File: src/rtl/reg_share_arb_pkg.sv
// Shared definitions for the reg_share_arb slice.
//   state_t      : arbiter FSM encoding (IDLE = 0, BUSY = 1)
//   DEF_N        : default number of requesters
//   DEF_W        : default shared register width
//   DEF_MAX_HOLD : default load cycles per grant before forced rotation
//   HOLD_W       : hold counter width (covers MAX_HOLD up to 15)
package reg_share_arb_pkg;

  typedef enum logic {
    IDLE = 1'b0,
    BUSY = 1'b1
  } state_t;

  localparam int DEF_N        = 4;
  localparam int DEF_W        = 8;
  localparam int DEF_MAX_HOLD = 4;
  localparam int HOLD_W       = 4;

endpackage

File: src/rtl/reg_share_arb_dff_en.sv
// W-bit register with synchronous active-high reset and load enable.
// Ports:
//   CLK : clock, rising edge
//   RST : synchronous active-high reset, clears Q
//   EN  : load enable, Q <= D when high
//   D   : data in
//   Q   : registered data out
module dff_en
  import reg_share_arb_pkg::*;
#(
  parameter int W = DEF_W
) (
  input  logic         CLK,
  input  logic         RST,
  input  logic         EN,
  input  logic [W-1:0] D,
  output logic [W-1:0] Q
);

  always_ff @(posedge CLK) begin
    if (RST) begin
      Q <= '0;
    end else if (EN) begin
      Q <= D;
    end
  end

endmodule

File: src/rtl/reg_share_arb.sv
// Round-robin arbiter granting N requesters write access to one shared
// W-bit register, with forced rotation after MAX_HOLD consecutive loads.
// Ports:
//   CLK   : clock, rising edge
//   RST   : synchronous active-high reset
//   REQ   : per-requester level request
//   WDATA : flattened write data, slice i at [i*W +: W]
//   GNT   : registered one-hot grant, zero when idle
//   OWNER : index of the granted requester, zero when idle
//   Q     : shared register contents
//   LOAD  : high the cycle after Q was written
module reg_share_arb
  import reg_share_arb_pkg::*;
#(
  parameter int N        = DEF_N,
  parameter int W        = DEF_W,
  parameter int MAX_HOLD = DEF_MAX_HOLD
) (
  input  logic                 CLK,
  input  logic                 RST,
  input  logic [N-1:0]         REQ,
  input  logic [N*W-1:0]       WDATA,
  output logic [N-1:0]         GNT,
  output logic [$clog2(N)-1:0] OWNER,
  output logic [W-1:0]         Q,
  output logic                 LOAD
);

  localparam int LG = $clog2(N);
  localparam logic [HOLD_W-1:0] HOLD_LIM = HOLD_W'(MAX_HOLD);

  state_t            state, state_n;
  logic [N-1:0]      gnt_n;
  logic [LG-1:0]     owner_n;
  logic [LG-1:0]     ptr, ptr_n;
  logic [HOLD_W-1:0] hold, hold_n;
  logic [LG-1:0]     pick, cand;
  logic              found;
  logic              take;
  logic              do_load;
  logic [W-1:0]      wsel;

  // First requester at or after ptr (mod N). While BUSY the current owner
  // is excluded: on release it is not requesting anyway, and on forced
  // rotation it must not be re-picked. ptr is always owner+1 while BUSY.
  always_comb begin
    found = 1'b0;
    pick  = '0;
    cand  = '0;
    for (int unsigned k = 0; k < N; k++) begin
      cand = ptr + LG'(k);
      if (!found && REQ[cand] && !(state == BUSY && cand == OWNER)) begin
        found = 1'b1;
        pick  = cand;
      end
    end
  end

  always_comb begin
    wsel = '0;
    for (int unsigned i = 0; i < N; i++) begin
      if (OWNER == LG'(i)) begin
        wsel = WDATA[i*W +: W];
      end
    end
  end

  always_comb begin
    state_n = state;
    gnt_n   = GNT;
    owner_n = OWNER;
    ptr_n   = ptr;
    hold_n  = hold;
    do_load = 1'b0;
    take    = 1'b0;
    unique case (state)
      IDLE: begin
        take = found;
      end
      BUSY: begin
        if (REQ[OWNER]) begin
          do_load = 1'b1;
          if (hold + HOLD_W'(1) == HOLD_LIM) begin
            // Limit reached: hand over if anyone else waits, else restart.
            hold_n = '0;
            take   = found;
          end else begin
            hold_n = hold + HOLD_W'(1);
          end
        end else begin
          hold_n = '0;
          if (found) begin
            take = 1'b1;
          end else begin
            state_n = IDLE;
            gnt_n   = '0;
            owner_n = '0;
          end
        end
      end
    endcase
    if (take) begin
      state_n     = BUSY;
      gnt_n       = '0;
      gnt_n[pick] = 1'b1;
      owner_n     = pick;
      ptr_n       = pick + LG'(1);
      hold_n      = '0;
    end
  end

  always_ff @(posedge CLK) begin
    if (RST) begin
      state <= IDLE;
      GNT   <= '0;
      OWNER <= '0;
      ptr   <= '0;
      hold  <= '0;
      LOAD  <= 1'b0;
    end else begin
      state <= state_n;
      GNT   <= gnt_n;
      OWNER <= owner_n;
      ptr   <= ptr_n;
      hold  <= hold_n;
      LOAD  <= do_load;
    end
  end

  dff_en #(.W(W)) u_q (
    .CLK (CLK),
    .RST (RST),
    .EN  (do_load),
    .D   (wsel),
    .Q   (Q)
  );

endmodule

File: config.mk
export PLATFORM = sky130hd
export DESIGN_NAME = reg_share_arb
export DESIGN_NICKNAME = d
export VERILOG_FILES = /design/src/rtl/reg_share_arb_pkg.sv /design/src/rtl/reg_share_arb_dff_en.sv /design/src/rtl/reg_share_arb.sv
export SDC_FILE = /design/constraint.sdc
export NUM_CORES = 1
export LEC_CHECK = 0
export ABC_CLOCK_PERIOD_IN_PS = 6390
export CAP_MARGIN = 5
export CORE_ASPECT_RATIO = 1.4
export CORE_UTILIZATION = 48
export DETAILED_ROUTE_END_ITERATION = 6
export GPL_ROUTABILITY_DRIVEN = 0
export GPL_TIMING_DRIVEN = 0
export PLACE_DENSITY = 0.94
export SYNTH_ARGS = -nofsm -noshare
export SYNTH_HDL_FRONTEND = slang
export SYNTH_SLANG_ARGS = --single-unit
File: constraint.sdc
create_clock -name CLK -period 6.39 [get_ports CLK]
set_input_delay 1.278 -clock CLK [delete_from_list [all_inputs] [get_ports CLK]]
set_output_delay 1.278 -clock CLK [all_outputs]
set_load 0.03 [all_outputs]
==> impl_metrics.ini, run 1 <==
[sta]
rsz0062_at_grt = no
fin_setup_tns_ns = 0
period_needed_ns = 3.55
clock.fmax_mhz = 282
finClkSkew_ns = 0.00434
finalCritPeriodShare_pct = 55.5
setup_viol = 0
tightest_slew_ns = 0.499
final_hold_viol_count = 0
slew-limit-headroom_pct = 66.7
finalMaxSlewViolations = 0

[final_layout]
fill_cells = 217
insertedDiodeCount = 0
finalNetCount = 260
layout-drive-gt1-share_pct = 11.6
area_growth_pct = 41.9
final_cell_mix = 52 x clkdlybuf4s50_1, 26 x nand2_1, 22 x dfxtp_1, 21 x a21oi_1, 10 x mux4_2
layout_commonest_cell = clkdlybuf4s50_1
final_cell_area_mm2 = 0.00211

[clocking]
cts_tree = yes
cts.sinks = 22
root_buffer = clkbuf_8
cts_htree_levels = 1
clkTransAtPathRegs_ns = 0.08
cts_buffers = 3
cts_resized = 0
clock_latency_ns = 0.26
cts_setup_buffers = 0
hold_buffers = 0
clock_path_buffers = 2

[floorplan]
rows = 23
die_width_um = 49.0
ioPinCount = 53
die_area_mm2 = 0.00332
start_util_pct = 51.1
core_region_area_mm2 = 0.00291
die_h_um = 67.8

[synthesis]
synthCells = 160
seq_area_frac_synth_pct = 29.7
syn-num-nets = 203
syn_area_mm2 = 0.00149
synthArstFlopShare_pct = 0
yosysWarnings = 0
ys_ff_latch = 22
avgSynthCellArea_um2 = 9.28
synth_edf_count = 0
ys.flop_type = dfxtp_1
ys_types = 46

[place]
dp_hpwl_mm = 3.15
io_buffers = 52
place_area_mm2 = 0.00205

[route]
drc = 0
drt_iter0_drc = 49
wire_per_inst_um = 15.9
ant_nets = 0
top_layer = met4
drt_pass1_iterations = 4
wl_met3_um = 81
wl_met1_mm = 1.60
viasPerCell = 5.72
wl_met2_mm = 2.21
dr_total_vias = 1447
totalWireLength_mm = 4.01

[worst_setup_path]
arrival_ns = 3.69
critPathCaptureType = flop
crit_chain = clkdlybuf4s50_1 -> mux4_1 -> o31a_2 -> a2111oi_0 -> o211a_1 -> or2_1 -> inv_1 -> ha_1 -> nand2_1 -> a21oi_1
cp_slowest_stage_delay_ns = 0.57
crit_type = input pin to flop
critPathMaxFanout = 6
critPathLaunchType = input pin
slowest_stage = mux4_1
rrSetupSlack_ns = 3.77
critical_path_required_ns = 6.53

[pwr]
irDropWorstVdd_mv = 0.369
powerDensity_mw_per_mm2 = 404
p_leak_nw = 0.783

[grt]
grt.overflow.total = 0
grt_use_total_pct = 25.0
antenna_found_initial = 0
grt_pass1_vias = 1474
grt_start_max_net_pins = 13
grt_pass1_wl_mm = 6.38

[flow_run]
drv_cap = 0

[run_status]
status = finished clean

[min_path]
hp-class = flop to flop
state kept, by name, indices dropped and copies added (netlist names):
| register | flops |
|---|---|
| ptr | 2 |
| OWNER | 2 |
| state | 1 |
| LOAD | 1 |
| hold | 4 |
| GNT | 4 |
| u_q.Q | 8 |
through the flow:
| stage | hold WS, ns | util, % | power (mW) | std cells | worst slack [ns] |
|---|---|---|---|---|---|
| 6_report | 0.462 | 72.5 | 0.852 | 253 | 2.84 |
| 2_1_floorplan | 0.465 | - | 0.594 | 160 | 3.32 |
| 3_3_place_gp | 0.441 | 70.6 | 0.729 | 249 | 2.62 |
| 4_1_cts | 0.458 | 72.5 | 0.852 | 253 | 2.85 |
| 5_1_grt | 0.496 | 72.5 | 0.917 | 253 | 2.71 |
| 3_5_place_dp | 0.447 | 70.6 | 0.748 | 249 | 2.57 |
routing by layer:
layer	GRT usage (%)	vias to the layer above
li1	-	707
met1	28.5	697
met2	46.9	31
met3	2.22	12
met4	12.5	0
met5	0	-
cell usage after synthesis (2+ instances only):
library cell	n	share of area [%]
nand2_1	26	6.6
dfxtp_1	22	30
a21oi_1	21	7.1
mux4_2	10	15
nor2_1	9	2.3
nand3_1	7	2.4
ha_1	5	4.2
clkbuf_1	4	1.0
inv_1	4	1.0
buf_2	3	1.0
nor3_1	3	1.0
o31ai_1	3	1.5
and2_1	2	0.84
and3b_1	2	1.2
mux2i_1	2	1.3
mux4_1	2	3.5
nand2b_1	2	0.84
nor2b_1	2	0.84
o21ai_0	2	0.67
o31a_1	2	1.2
xor2_1	2	1.2
logic make-up (layout without fill, tap and decap cells):
logic type | Yosys count | count (layout) | synth area share (%)
DFF | 22 | 22 | 29.7
and+or+nand+nor | 59 | 59 | 19.5
adders and majority gates | 5 | 5 | 4.21
xor gates and xnor gates | 3 | 3 | 1.77
muxes | 15 | 15 | 20.8
AOI/OAI and AO/OA | 42 | 42 | 19.5
buffers and inverters | 14 | 70 | 4.55
layout make-up:
cell class              count  area, um2  share of cell area [%]
multi-input cells         124        977                    46.4
repair buffers             52        520                    24.7
flip-flops and latches     22        440                    20.9
clock buffers               4       55.1                    2.61
plain buffers               9       48.8                    2.32
well taps                  37       46.3                    2.20
inverters                   5       18.8                   0.891
critical path: cells and delay by family:
| family | cells | cell delay (ns) |
|---|---|---|
| compound gates | 4 | 0.90 |
| mux | 1 | 0.57 |
| buf+inv | 2 | 0.53 |
| simple gates | 2 | 0.21 |
| fa+ha+maj | 1 | 0.18 |
power by group:
group | switching [mW] | total [mW] | internal, mW
Combinational | 0.306 | 0.548 | 0.242
Clock | 0.0468 | 0.102 | 0.0550
Sequential | 0.0297 | 0.202 | 0.173
Total | 0.382 | 0.852 | 0.470
path summary, 6_finish.rpt:
kind | cells after the start | from | to
setup / recovery | 10 | REQ[3] | GNT[0]
hold / removal | 2 | u_q.Q[7] | u_q.Q[7]
setup reg to reg | 9 | OWNER[0] | ptr[1]
hold reg to reg | 2 | u_q.Q[7] | u_q.Q[7]
Note: power is estimated with default switching activity, not from simulation.
==> run 2, diff against run 1 <==
--- a/config.mk
+++ b/config.mk
@@ -5,14 +5,14 @@
 export SDC_FILE = /design/constraint.sdc
 export NUM_CORES = 1
 export LEC_CHECK = 0
-export ABC_CLOCK_PERIOD_IN_PS = 6390
+export ABC_CLOCK_PERIOD_IN_PS = 3500
 export CAP_MARGIN = 5
 export CORE_ASPECT_RATIO = 1.4
-export CORE_UTILIZATION = 48
+export CORE_UTILIZATION = 45
 export DETAILED_ROUTE_END_ITERATION = 6
 export GPL_ROUTABILITY_DRIVEN = 0
 export GPL_TIMING_DRIVEN = 0
-export PLACE_DENSITY = 0.94
+export PLACE_DENSITY = 0.89
 export SYNTH_ARGS = -nofsm -noshare
 export SYNTH_HDL_FRONTEND = slang
 export SYNTH_SLANG_ARGS = --single-unit
==> constraint.sdc (replaced) <==
create_clock -name CLK -period 3.5 [get_ports CLK]
set_input_delay 0.7 -clock CLK [delete_from_list [all_inputs] [get_ports CLK]]
set_output_delay 0.7 -clock CLK [all_outputs]
set_load 0.03 [all_outputs]
==> impl_metrics.ini, run 2 (synthesis gave the netlist of run 1 again) <==
[run_status]
status = finished clean

[floorplan]
rows = 24
die_width_um = 50.6
ioPinCount = 53
start_util_pct = 47.6
die_area_mm2 = 0.00354
core_region_area_mm2 = 0.00312
die_h_um = 70.0

[clocking]
clock_path_buffers = 2
cts_buffers = 3
root_buffer = clkbuf_8
clkTransAtPathRegs_ns = 0.09
cts_htree_levels = 1
clock_latency_ns = 0.27
cts_resized = 0
cts.sinks = 22
cts_setup_buffers = 0
hold_buffers = 0
cts_tree = yes

[route]
ant_nets = 0
wire_per_inst_um = 16.1
top_layer = met4
wl_met1_mm = 1.50
wl_met2_mm = 2.36
drc = 0
drt_pass1_iterations = 4
drt_iter0_drc = 59
viasPerCell = 5.77
totalWireLength_mm = 4.09
wl_met3_um = 105
dr_total_vias = 1471

[worst_setup_path]
arrival_ns = 3.15
crit_type = input pin to flop
critPathLaunchType = input pin
critical_path_required_ns = 3.63
reg2regPathDepth = 9
worstReg2RegStart = ptr[0]
rrSetupSlack_ns = 0.90
critPathCaptureType = flop
slowest_stage = mux4_1
crit_chain = clkdlybuf4s50_1 -> mux4_1 -> o31a_2 -> a2111oi_0 -> o211a_1 -> or2_1 -> inv_1 -> ha_1 -> nand2_1 -> a21oi_1
cp_slowest_stage_delay_ns = 0.56
critPathMaxFanout = 6
path_buf_inv = 2
reg2reg_to = GNT[0]
cp_top_family = compound AO/OA/AOI/OAI gates

[min_path]
hp-start = u_q.Q[7]
hp-class = flop to flop
hold_end = u_q.Q[7]
whs_path_depth = 2

[sta]
fin_setup_tns_ns = 0
setup_viol = 0
finalMaxSlewViolations = 0
period_needed_ns = 3.01
rsz0062_at_grt = no
clock.fmax_mhz = 332
slew-limit-headroom_pct = 66.6
tightest_slew_ns = 0.500
finalCritPeriodShare_pct = 86.1
final_hold_viol_count = 0
finClkSkew_ns = 0.0148

[grt]
grt.overflow.total = 0
grt_use_total_pct = 25.1
grt_pass1_vias = 1445
grt_start_max_net_pins = 14
antenna_found_initial = 0
grt_pass1_wl_mm = 6.70

[final_layout]
largestRegisters = u_q.Q (8), GNT (4), hold (4)
final_cell_mix = 52 x clkdlybuf4s50_1, 26 x nand2_1, 22 x dfxtp_1, 21 x a21oi_1, 10 x mux4_2
multiInputGateArea_um2 = 977
top_register = u_q.Q
layout-drive-gt1-share_pct = 11.6
fill_cells = 259
area_growth_pct = 43.1
finalNetCount = 260
largest_reg_flops = 8
insertedDiodeCount = 0
register_area_um2 = 440
layout_commonest_cell = clkdlybuf4s50_1

[pwr]
irDropWorstVdd_mv = 0.775
powerDensity_mw_per_mm2 = 756
power.total_mw = 1.61
p_leak_nw = 0.790

[flow_run]
drv_cap = 0

[place]
io_buffers = 52
dp_hpwl_mm = 3.24
-- run 2: changes by cell type in the layout (fill, tap and decap cells not counted) --
cell / change
bufinv_16: +1
clkbuf_8: -1
-- run 2: how the worst max path moves through the flow --
stage	start	endpoint	slack, ns	cells after the start
after global routing	REQ[3]	GNT[0]	0.25	10
after detailed placement	REQ[1]	GNT[0]	0.23	10
after global placement	REQ[3]	GNT[0]	0.30	10
after floorplan	OWNER[0]	ptr[1]	0.95	9
after CTS	REQ[0]	GNT[0]	0.50	10
final	REQ[0]	GNT[0]	0.49	10
-- run 2: through the flow --
stage	utilization [%]	area [um2]	setup slack (ns)	instances	hold WS (ns)
finish	68.1	2130	0.487	255	0.461
global route	68.1	2130	0.251	255	0.479
CTS	68.1	2130	0.498	255	0.464
detailed placement	65.8	2050	0.229	251	0.450
global placement	65.8	2050	0.303	251	0.442
floorplan	-	1490	0.950	160	0.465
-- run 2: power by group --
| group | switching (mW) | internal (mW) | leakage [nW] |
|---|---|---|---|
| Combinational | 0.558 | 0.442 | 0.575 |
| Sequential | 0.0538 | 0.315 | 0.180 |
| Clock | 0.0847 | 0.153 | 0.0357 |
| Total | 0.697 | 0.910 | 0.790 |
-- run 2: tightest hold or removal path: stages (launching register included) --
cell and delay, ns:
dfxtp_1 0.32, nand2_1 0.05, a21oi_1 0.05
-- run 2: per-layer routing --
layer,vias to the layer above,GRT usage [%]
met5,-,0
met4,0,10.8
met3,12,5.45
met2,33,46.4
met1,720,26.2
li1,706,-
-- run 2: cell type report --
cell class	instances	share of cell area (%)
Clock buffer	3	1.94
Inverter	5	0.883
Tap cell	39	2.30
Buffer	9	2.30
Timing Repair Buffer	52	24.5
Sequential cell	22	20.7
Multi-Input combinational cell	124	46.0
Clock inverter	1	1.41
